==> src/rtl/bus_region_sel_pkg.sv <==
// Shared definitions for the bus region decoder: FSM state encoding and a
// constant clog2 used to check the select-index width at elaboration.
package bus_region_sel_pkg;

  typedef enum logic [0:0] {
    StIdle   = 1'b0,
    StActive = 1'b1
  } state_e;

  // Smallest width able to index n selects, never less than 1 bit.
  function automatic int unsigned clog2_min1(input int unsigned n);
    int unsigned r;
    r = 0;
    while ((32'd1 << r) < n) r++;
    return (r == 0) ? 1 : r;
  endfunction

endpackage

==> src/rtl/bus_region_sel_if.sv <==
// Request/response bundle between the CPU bus master and the region decoder.
interface bus_region_sel_if #(
  parameter int unsigned ADDR_W = 16,
  parameter int unsigned NSEL   = 4,
  parameter int unsigned IDX_W  = 2
);

  logic              en;
  logic              wr;
  logic [ADDR_W-1:0] addr;
  logic [NSEL-1:0]   sel;
  logic [IDX_W-1:0]  sel_idx;
  logic              wr_q;
  logic              busy;
  logic              ready;
  logic              err;

  modport master (
    output en, wr, addr,
    input  sel, sel_idx, wr_q, busy, ready, err
  );

  modport slave (
    input  en, wr, addr,
    output sel, sel_idx, wr_q, busy, ready, err
  );

endinterface

==> src/rtl/bus_region_sel_region_match.sv <==
// Single address-region comparator: hit when the masked address equals the
// masked base.
module bus_region_sel_region_match #(
  parameter int unsigned          ADDR_W = 16,
  parameter logic [ADDR_W-1:0]    BASE   = '0,
  parameter logic [ADDR_W-1:0]    MASK   = '0
) (
  input  logic [ADDR_W-1:0] addr,
  output logic              hit
);

  assign hit = ((addr & MASK) == (BASE & MASK));

endmodule

==> src/rtl/bus_region_sel.sv <==
// Registered memory-map decoder: priority region match, one-hot select held for
// the access, per-region wait states and a single-cycle ready/err completion.
module bus_region_sel
  import bus_region_sel_pkg::*;
#(
  parameter int unsigned              ADDR_W = 16,
  parameter int unsigned              NSEL   = 4,
  parameter int unsigned              IDX_W  = 2,
  parameter int unsigned              WAIT_W = 4,
  parameter logic [NSEL*ADDR_W-1:0]   BASES  = {16'hF000, 16'hFF00, 16'h8000, 16'h0000},
  parameter logic [NSEL*ADDR_W-1:0]   MASKS  = {16'hF000, 16'hFF00, 16'hC000, 16'h8000},
  parameter logic [NSEL*WAIT_W-1:0]   WAITS  = 16'h0012
) (
  input logic             clk,
  input logic             reset,
  bus_region_sel_if.slave bus
);

  if (IDX_W != clog2_min1(NSEL)) begin : g_bad_idx_w
    $error("bus_region_sel: IDX_W must equal clog2(NSEL)");
  end

  logic [NSEL-1:0]   hit;
  logic              hit_any;
  logic [IDX_W-1:0]  hit_idx;
  logic [NSEL-1:0]   hit_onehot;
  logic [WAIT_W-1:0] hit_wait;

  for (genvar i = 0; i < NSEL; i++) begin : g_region
    bus_region_sel_region_match #(
      .ADDR_W (ADDR_W),
      .BASE   (BASES[i*ADDR_W +: ADDR_W]),
      .MASK   (MASKS[i*ADDR_W +: ADDR_W])
    ) u_match (
      .addr (bus.addr),
      .hit  (hit[i])
    );
  end

  // Scan from the top down so the lowest hitting index is the last written.
  always_comb begin
    hit_any    = 1'b0;
    hit_idx    = '0;
    hit_onehot = '0;
    hit_wait   = '0;
    for (int i = int'(NSEL) - 1; i >= 0; i--) begin
      if (hit[i]) begin
        hit_any       = 1'b1;
        hit_idx       = IDX_W'(i);
        hit_onehot    = '0;
        hit_onehot[i] = 1'b1;
        hit_wait      = WAITS[i*WAIT_W +: WAIT_W];
      end
    end
  end

  state_e            state_q;
  logic [WAIT_W-1:0] cnt_q;
  logic [NSEL-1:0]   sel_q;
  logic [IDX_W-1:0]  idx_q;
  logic              wr_hold_q;
  logic              miss_q;
  logic              ready_q;
  logic              err_q;

  // ready/err are set one edge early so they are registered yet appear in the
  // cycle where the counter reads zero.
  always_ff @(posedge clk) begin
    if (reset) begin
      state_q   <= StIdle;
      cnt_q     <= '0;
      sel_q     <= '0;
      idx_q     <= '0;
      wr_hold_q <= 1'b0;
      miss_q    <= 1'b0;
      ready_q   <= 1'b0;
      err_q     <= 1'b0;
    end else begin
      ready_q <= 1'b0;
      err_q   <= 1'b0;
      unique case (state_q)
        StIdle: begin
          if (bus.en) begin
            state_q   <= StActive;
            wr_hold_q <= bus.wr;
            sel_q     <= hit_onehot;
            idx_q     <= hit_idx;
            cnt_q     <= hit_wait;
            miss_q    <= ~hit_any;
            ready_q   <= (hit_wait == '0);
            err_q     <= ~hit_any;
          end
        end
        StActive: begin
          if (cnt_q != '0) begin
            cnt_q   <= cnt_q - WAIT_W'(1);
            ready_q <= (cnt_q == WAIT_W'(1));
            err_q   <= miss_q && (cnt_q == WAIT_W'(1));
          end else begin
            state_q   <= StIdle;
            sel_q     <= '0;
            idx_q     <= '0;
            wr_hold_q <= 1'b0;
            miss_q    <= 1'b0;
          end
        end
      endcase
    end
  end

  assign bus.sel     = sel_q;
  assign bus.sel_idx = idx_q;
  assign bus.wr_q    = wr_hold_q;
  assign bus.busy    = (state_q == StActive);
  assign bus.ready   = ready_q;
  assign bus.err     = err_q;

endmodule

==> src/flat_wrapper.sv <==
// flat-port wrapper written by rule: the top's interface ports become plain ports
module bus_region_sel_flat import bus_region_sel_pkg::*;
#(
  parameter int unsigned              ADDR_W = 16,
  parameter int unsigned              NSEL   = 4,
  parameter int unsigned              IDX_W  = 2,
  parameter int unsigned              WAIT_W = 4,
  parameter logic [NSEL*ADDR_W-1:0]   BASES  = {16'hF000, 16'hFF00, 16'h8000, 16'h0000},
  parameter logic [NSEL*ADDR_W-1:0]   MASKS  = {16'hF000, 16'hFF00, 16'hC000, 16'h8000},
  parameter logic [NSEL*WAIT_W-1:0]   WAITS  = 16'h0012
)
  (clk, reset, bus_en, bus_wr, bus_addr, bus_sel, bus_sel_idx, bus_wr_q, bus_busy, bus_ready, bus_err);
  bus_region_sel_if #(.ADDR_W(ADDR_W), .NSEL(NSEL), .IDX_W(IDX_W)) bus_i ();
  input logic clk;
  input logic reset;
  input wire logic [$bits(bus_i.en)-1:0] bus_en;
  input wire logic [$bits(bus_i.wr)-1:0] bus_wr;
  input wire logic [$bits(bus_i.addr)-1:0] bus_addr;
  output wire logic [$bits(bus_i.sel)-1:0] bus_sel;
  output wire logic [$bits(bus_i.sel_idx)-1:0] bus_sel_idx;
  output wire logic [$bits(bus_i.wr_q)-1:0] bus_wr_q;
  output wire logic [$bits(bus_i.busy)-1:0] bus_busy;
  output wire logic [$bits(bus_i.ready)-1:0] bus_ready;
  output wire logic [$bits(bus_i.err)-1:0] bus_err;
  assign bus_i.en = bus_en;
  assign bus_i.wr = bus_wr;
  assign bus_i.addr = bus_addr;
  assign bus_sel = bus_i.sel;
  assign bus_sel_idx = bus_i.sel_idx;
  assign bus_wr_q = bus_i.wr_q;
  assign bus_busy = bus_i.busy;
  assign bus_ready = bus_i.ready;
  assign bus_err = bus_i.err;
  bus_region_sel #(.ADDR_W(ADDR_W), .NSEL(NSEL), .IDX_W(IDX_W), .WAIT_W(WAIT_W), .BASES(BASES), .MASKS(MASKS), .WAITS(WAITS)) u_core (.clk(clk), .reset(reset), .bus(bus_i));
endmodule
==> config.mk <==
export PLATFORM = sky130hd
export DESIGN_NAME = bus_region_sel_flat
export DESIGN_NICKNAME = d
export VERILOG_FILES = /design/src/rtl/bus_region_sel_pkg.sv /design/src/rtl/bus_region_sel_if.sv /design/src/rtl/bus_region_sel_region_match.sv /design/src/rtl/bus_region_sel.sv /design/src/flat_wrapper.sv
export SDC_FILE = /design/constraint.sdc
export NUM_CORES = 1
export LEC_CHECK = 0
export ABC_AREA = 1
export CORE_MARGIN = 10
export CORE_UTILIZATION = 36
export CTS_BUF_LIST = sky130_fd_sc_hd__clkbuf_4
export DETAILED_ROUTE_END_ITERATION = 10
export PLACE_DENSITY_LB_ADDON = 0.1
export SLEW_MARGIN = 40
export SYNTH_ARGS = -nofsm -noshare
export SYNTH_HDL_FRONTEND = slang
export SYNTH_SLANG_ARGS = --single-unit
==> constraint.sdc <==
create_clock -name clk -period 1.4 [get_ports clk]
set_input_delay 0.28 -clock clk [delete_from_list [all_inputs] [get_ports clk]]
set_output_delay 0.28 -clock clk [all_outputs]
set_load 0.02 [all_outputs]
Yosys cells after proc, flatten, opt, wreduce, memory -nomap -nowiden
Index checks and enable logic that the tools add are counted.
Widths: inputs -> output; s select.
Word-level totals
  input bits: 20
  word-level logic and storage cells: 61
  register bits after elaboration: 15
  output and inout bits: 10
Operators by class
  reduce and logical (&&, ||, !) cells: 6
  bitwise operators: 2
  $add $sub $neg: 1
  eq/ne operators: 7
  multiplexer cells: 37
Operators by type and width (number)
  $mux 4: 8
  $logic_not 16->1: 1
  $pmux 4 s2: 2
  $mux 1: 14
  $mux 2: 7
  $pmux 1 s2: 5
  $eq 8x8->1 const B: 1
  $ne 2x2->1 const B: 3
  $eq 4x1->1 const B: 1
  $eq 4x4->1 const B: 1
  $logic_not 4->1: 1
  $pmux 2 s2: 1
  $reduce_and 2->1: 2
  $reduce_bool 4->1: 1
  $sub 4x1->4 const B: 1
  $eq 2x2->1 const B: 1
  $not 1->1: 2
  $logic_and 1x1->1: 1

Logic depth before layout (Yosys ltp)
  depth after elaboration: 8
  mapped depth: 7
  mapped depth without buffers: 7

Modules after synthesis
Synthesis repeated with hierarchy kept, for this count alone.
Second synthesis, totals
  cell total of the unflattened synthesis: 117
  area total of the unflattened synthesis: 788.3 µm²
Modules (own cells, without submodules)
  bus_region_sel: area each 721.9 µm², sequential area each 300.3 µm², cells an instance 100, instances 1
  bus_region_sel_region_match (u_core.g_region[2].u_match): area each 41.3 µm², sequential area each 0.0 µm², cells an instance 11, instances 1
  bus_region_sel_region_match (u_core.g_region[3].u_match): area each 11.3 µm², sequential area each 0.0 µm², cells an instance 3, instances 1
  bus_region_sel_region_match (u_core.g_region[1].u_match): area each 10.0 µm², sequential area each 0.0 µm², cells an instance 2, instances 1
  bus_region_sel_region_match (u_core.g_region[0].u_match): area each 3.8 µm², sequential area each 0.0 µm², cells an instance 1, instances 1

Worst setup path before layout
No wires, ideal clock.
  kind: flip-flop to flip-flop
  start point: register u_core.cnt_q[0]
  end point: register u_core.cnt_q[0]
  library setup time: 0.070 ns
  clock period less this slack: 1.173 ns
  path buffers: 0
  slack: 0.227 ns
  required time: 1.330 ns
  data arrival time: 1.103 ns
  cell stages (with the launch flop): 8
  cells stage by stage: dfxtp_1 > inv_1 > ha_1 > nand2_1 > nand2_1 > nand2_1 > nand2_1 > a21oi_1
Between the ends
  cells in the longest elaborated chain, start to end: 3
  elaborated cells on any way between the ends: 6
  those cells by class: add/sub (1); eq/ne (1); mux (2); reduce/logical (2)
Ends and longest elaborated chain
  start: declaration: RTL line bus_region_sel.sv:58  | logic [WAIT_W-1:0] cnt_q;
  start signal: assignment: RTL line bus_region_sel.sv:88  | cnt_q <= hit_wait;
  start signal: assignment: RTL line bus_region_sel.sv:96  | cnt_q <= cnt_q - WAIT_W'(1);
  $sub 4x1->4 / $reduce_bool 4->1 (equally long branches): RTL line bus_region_sel.sv:96, bus_region_sel.sv:95
  $mux 4 / $ne 2x2->1 (equally long branches)
  $pmux 4 s2 / $reduce_and 2->1 (equally long branches)
Parallel ways exist; a longest one is shown, timed or not. The select of a mux whose other input is x is not followed.
A chain may end at the register's enable or synchronous reset.

Worst setup path after layout
  start point: register u_core.cnt_q[0]
  end point: register u_core.cnt_q[2]
Same word-level chain as after synthesis.

==> impl_metrics.ini <==
[status]
status = completed

[power]
power_w = 0.0009569
p_leak_nw = 0.4875
peakVddDrop_uv = 453.2
power.density_mw_per_mm2 = 907.3

[global_routing]
grt_max_degree = 16
grt_pass1_vias = 703
grt_usage = 0.08897
grt_pass1_wl_mm = 3.077
grt.overflow.total = 0
antenna_found_initial = 0

[floorplan]
core-area_sq_mm = 0.001962
initial_core_util = 0.3801
die_x_microns = 65.51
boundaryPins = 30
die-area_sq_mm = 0.004292
rows = 16
die_h_microns = 65.51

[clock_network]
post_cts_buffers = 0
cts-htree-levels = 1
clk_pin_slew_worst_paths_ns = 0.09
cts_sinks = 15
cts_tree = done
clk_latency_ns = 0.28
numCtsBuffers = 3
cts_buffer_depth = 2
cts-root-buf = clkbuf_4

[routing]
ant_nets = 0
drtPass1Iterations = 4
vias = 736
drtIter0Drc = 26
routedWlPerCell_microns = 11.19
drc = 0
via_per_inst = 4.600
routed_wirelength_mm = 1.790

[finish]
layout_commonest_cell = nand2_1
layout_common_cells = nand2_1, nand3_1, a21oi_1
diodes = 0
fin_area_sq_mm = 0.001055
nets = 157
drive_above_1_share = 0.1579
area_growth_pct = 41.44

[setup_path]
max_stage_delay_ns = 0.35
criticalPathCategory = reg -> reg
crit_arrival_ns = 1.43
crit_slowest_cell = dfxtp_2
end_kind = register
cp_top_family = simple AND/OR/NAND/NOR gates
crit_required_ns = 1.57
crit_buf_inv = 1
path_cells = inv_1 > ha_2 > nand2_1 > nand2_2 > nand2_1 > nand2_1 > a21oi_1
cp_common_cell = nand2_1
critPathLaunchType = register
crit_fanout = 7

[timing]
worst_slew_pin_slew_ns = 0.2998
fin_crit_ns = 1.263
skew_ns = 0.006739
rsz0062_at_grt = false
final-setup-viol-count = 0
hold_slack_ns = 0.4800
hold_violations = 0
slew_headroom = 0.7994
fin_crit_sh = 0.9024
max_freq_ghz = 0.7916
slew_viol_final = 0

[placement]
io_buffer_count = 21
gp_congestion = 0.8321
place_hpwl_mm = 1.413
post_dp_cell_area_sq_mm = 0.001023

[synth]
syn_nets = 126
netlist_area_sq_um = 745.7
synth-seq-cells = 15
syn_avg_cell_area_sq_um = 7.240
yosysWarnings = 0
synth_cell_types = 19
ys_seq_area_frac = 0.4027
syn_inst = 103

[run]
drv_cap = 0

[hold_path]
hp-class = reg -> reg
## kinds of logic after synthesis
logic type | count (synthesis) | synth area share
AO/OA/AOI/OAI | 17 | 0.1174
XOR/XNOR | 1 | 0.01175
adder cells (fa/ha/maj) | 3 | 0.05034
buffers and inverters | 16 | 0.09563
flip-flops | 15 | 0.4027
AND/OR/NAND/NOR | 51 | 0.3222
## area by class of cell
type	instances	area (sq um)
Inverter	14	52.55
Timing Repair Buffer	28	250.2
Fill cell	211	907.1
Clock buffer	4	30.03
Sequential cell	15	301.5
Multi-Input combinational cell	72	386.6
Tap cell	27	33.78
## worst register-to-register path, delay by kind of cell (launching register included)
family                   cells  cell delay (ns)
buffers and inverters        1             0.12
adder cells (fa/ha/maj)      1             0.24
flip-flops                   1             0.35
AND/OR/NAND/NOR              4             0.40
AO/OA/AOI/OAI                1             0.06
## where the power goes
group | total [W] | switching [W] | internal, W
Combinational | 0.000232 | 0.000128 | 0.000104
Sequential | 0.000460 | 0.0000126 | 0.000448
Clock | 0.000265 | 0.000135 | 0.000130
Total | 0.000957 | 0.000276 | 0.000681
## metal layers
layer  up-vias  track usage  part of all wire
met3         2      0.03051             0.046
met2        14       0.1415              0.50
met5         -            0                 0
met4         0      0.04011            0.0050
li1        394            -                 -
met1       326       0.1052              0.45
## cell usage after synthesis
cell type / number / share of area
nand2_1: 23 / 0.12
a21oi_1: 15 / 0.10
dfxtp_1: 15 / 0.40
nand3_1: 15 / 0.10
inv_1: 12 / 0.060
nor2_1: 7 / 0.035
ha_1: 3 / 0.050
inv_2: 2 / 0.010
and3_2: 1 / 0.010
buf_8: 1 / 0.020
clkbuf_1: 1 / 0.0050
nand2_4: 1 / 0.015
nand3_2: 1 / 0.013
nand4_1: 1 / 0.0084
nor2_2: 1 / 0.0084
nor2_4: 1 / 0.015
o21a_1: 1 / 0.010
o21ai_0: 1 / 0.0067
xnor2_1: 1 / 0.012
## path summary, 6_finish.rpt
kind | cells past startpoint | slack, ns | from | endpoint
hold reg to reg | 2 | 0.48 | u_core.bus.wr_q | u_core.bus.wr_q
setup / recovery | 7 | 0.14 | u_core.cnt_q[0] | u_core.cnt_q[2]
hold / removal | 2 | 0.48 | u_core.bus.wr_q | u_core.bus.wr_q
setup reg to reg | 7 | 0.14 | u_core.cnt_q[0] | u_core.cnt_q[2]
## registers in the layout, summed over array words and instances, names as in the netlist
register / cells
u_core.bus.wr_q: 1
u_core.miss_q: 1
u_core.bus.sel: 4
u_core.bus.sel_idx: 2
u_core.bus.err: 1
u_core.bus.busy: 1
u_core.bus.ready: 1
u_core.cnt_q: 4
## metrics by stage
step	worst slack, ns	util	std cells	setup TNS (ns)
4_1_cts	0.01071	0.5306	160	0
5_1_grt	0.01884	0.5376	160	0
2_1_floorplan	0.2268	-	103	0
6_report	0.1367	0.5376	160	0
3_3_place_gp	-0.02251	0.5217	156	-0.04614
3_5_place_dp	-0.02775	0.5217	156	-0.1047
## repair_timing
item | in CTS | in global routing
hold buffers | 0 | 0
endpoints found under the hold margin | 0 | 0
endpoints found under the setup margin | 10 | 6
gates resized for setup | 10 | 4
pin swaps | 0 | 0
Note: power is estimated with default switching activity, not from simulation.
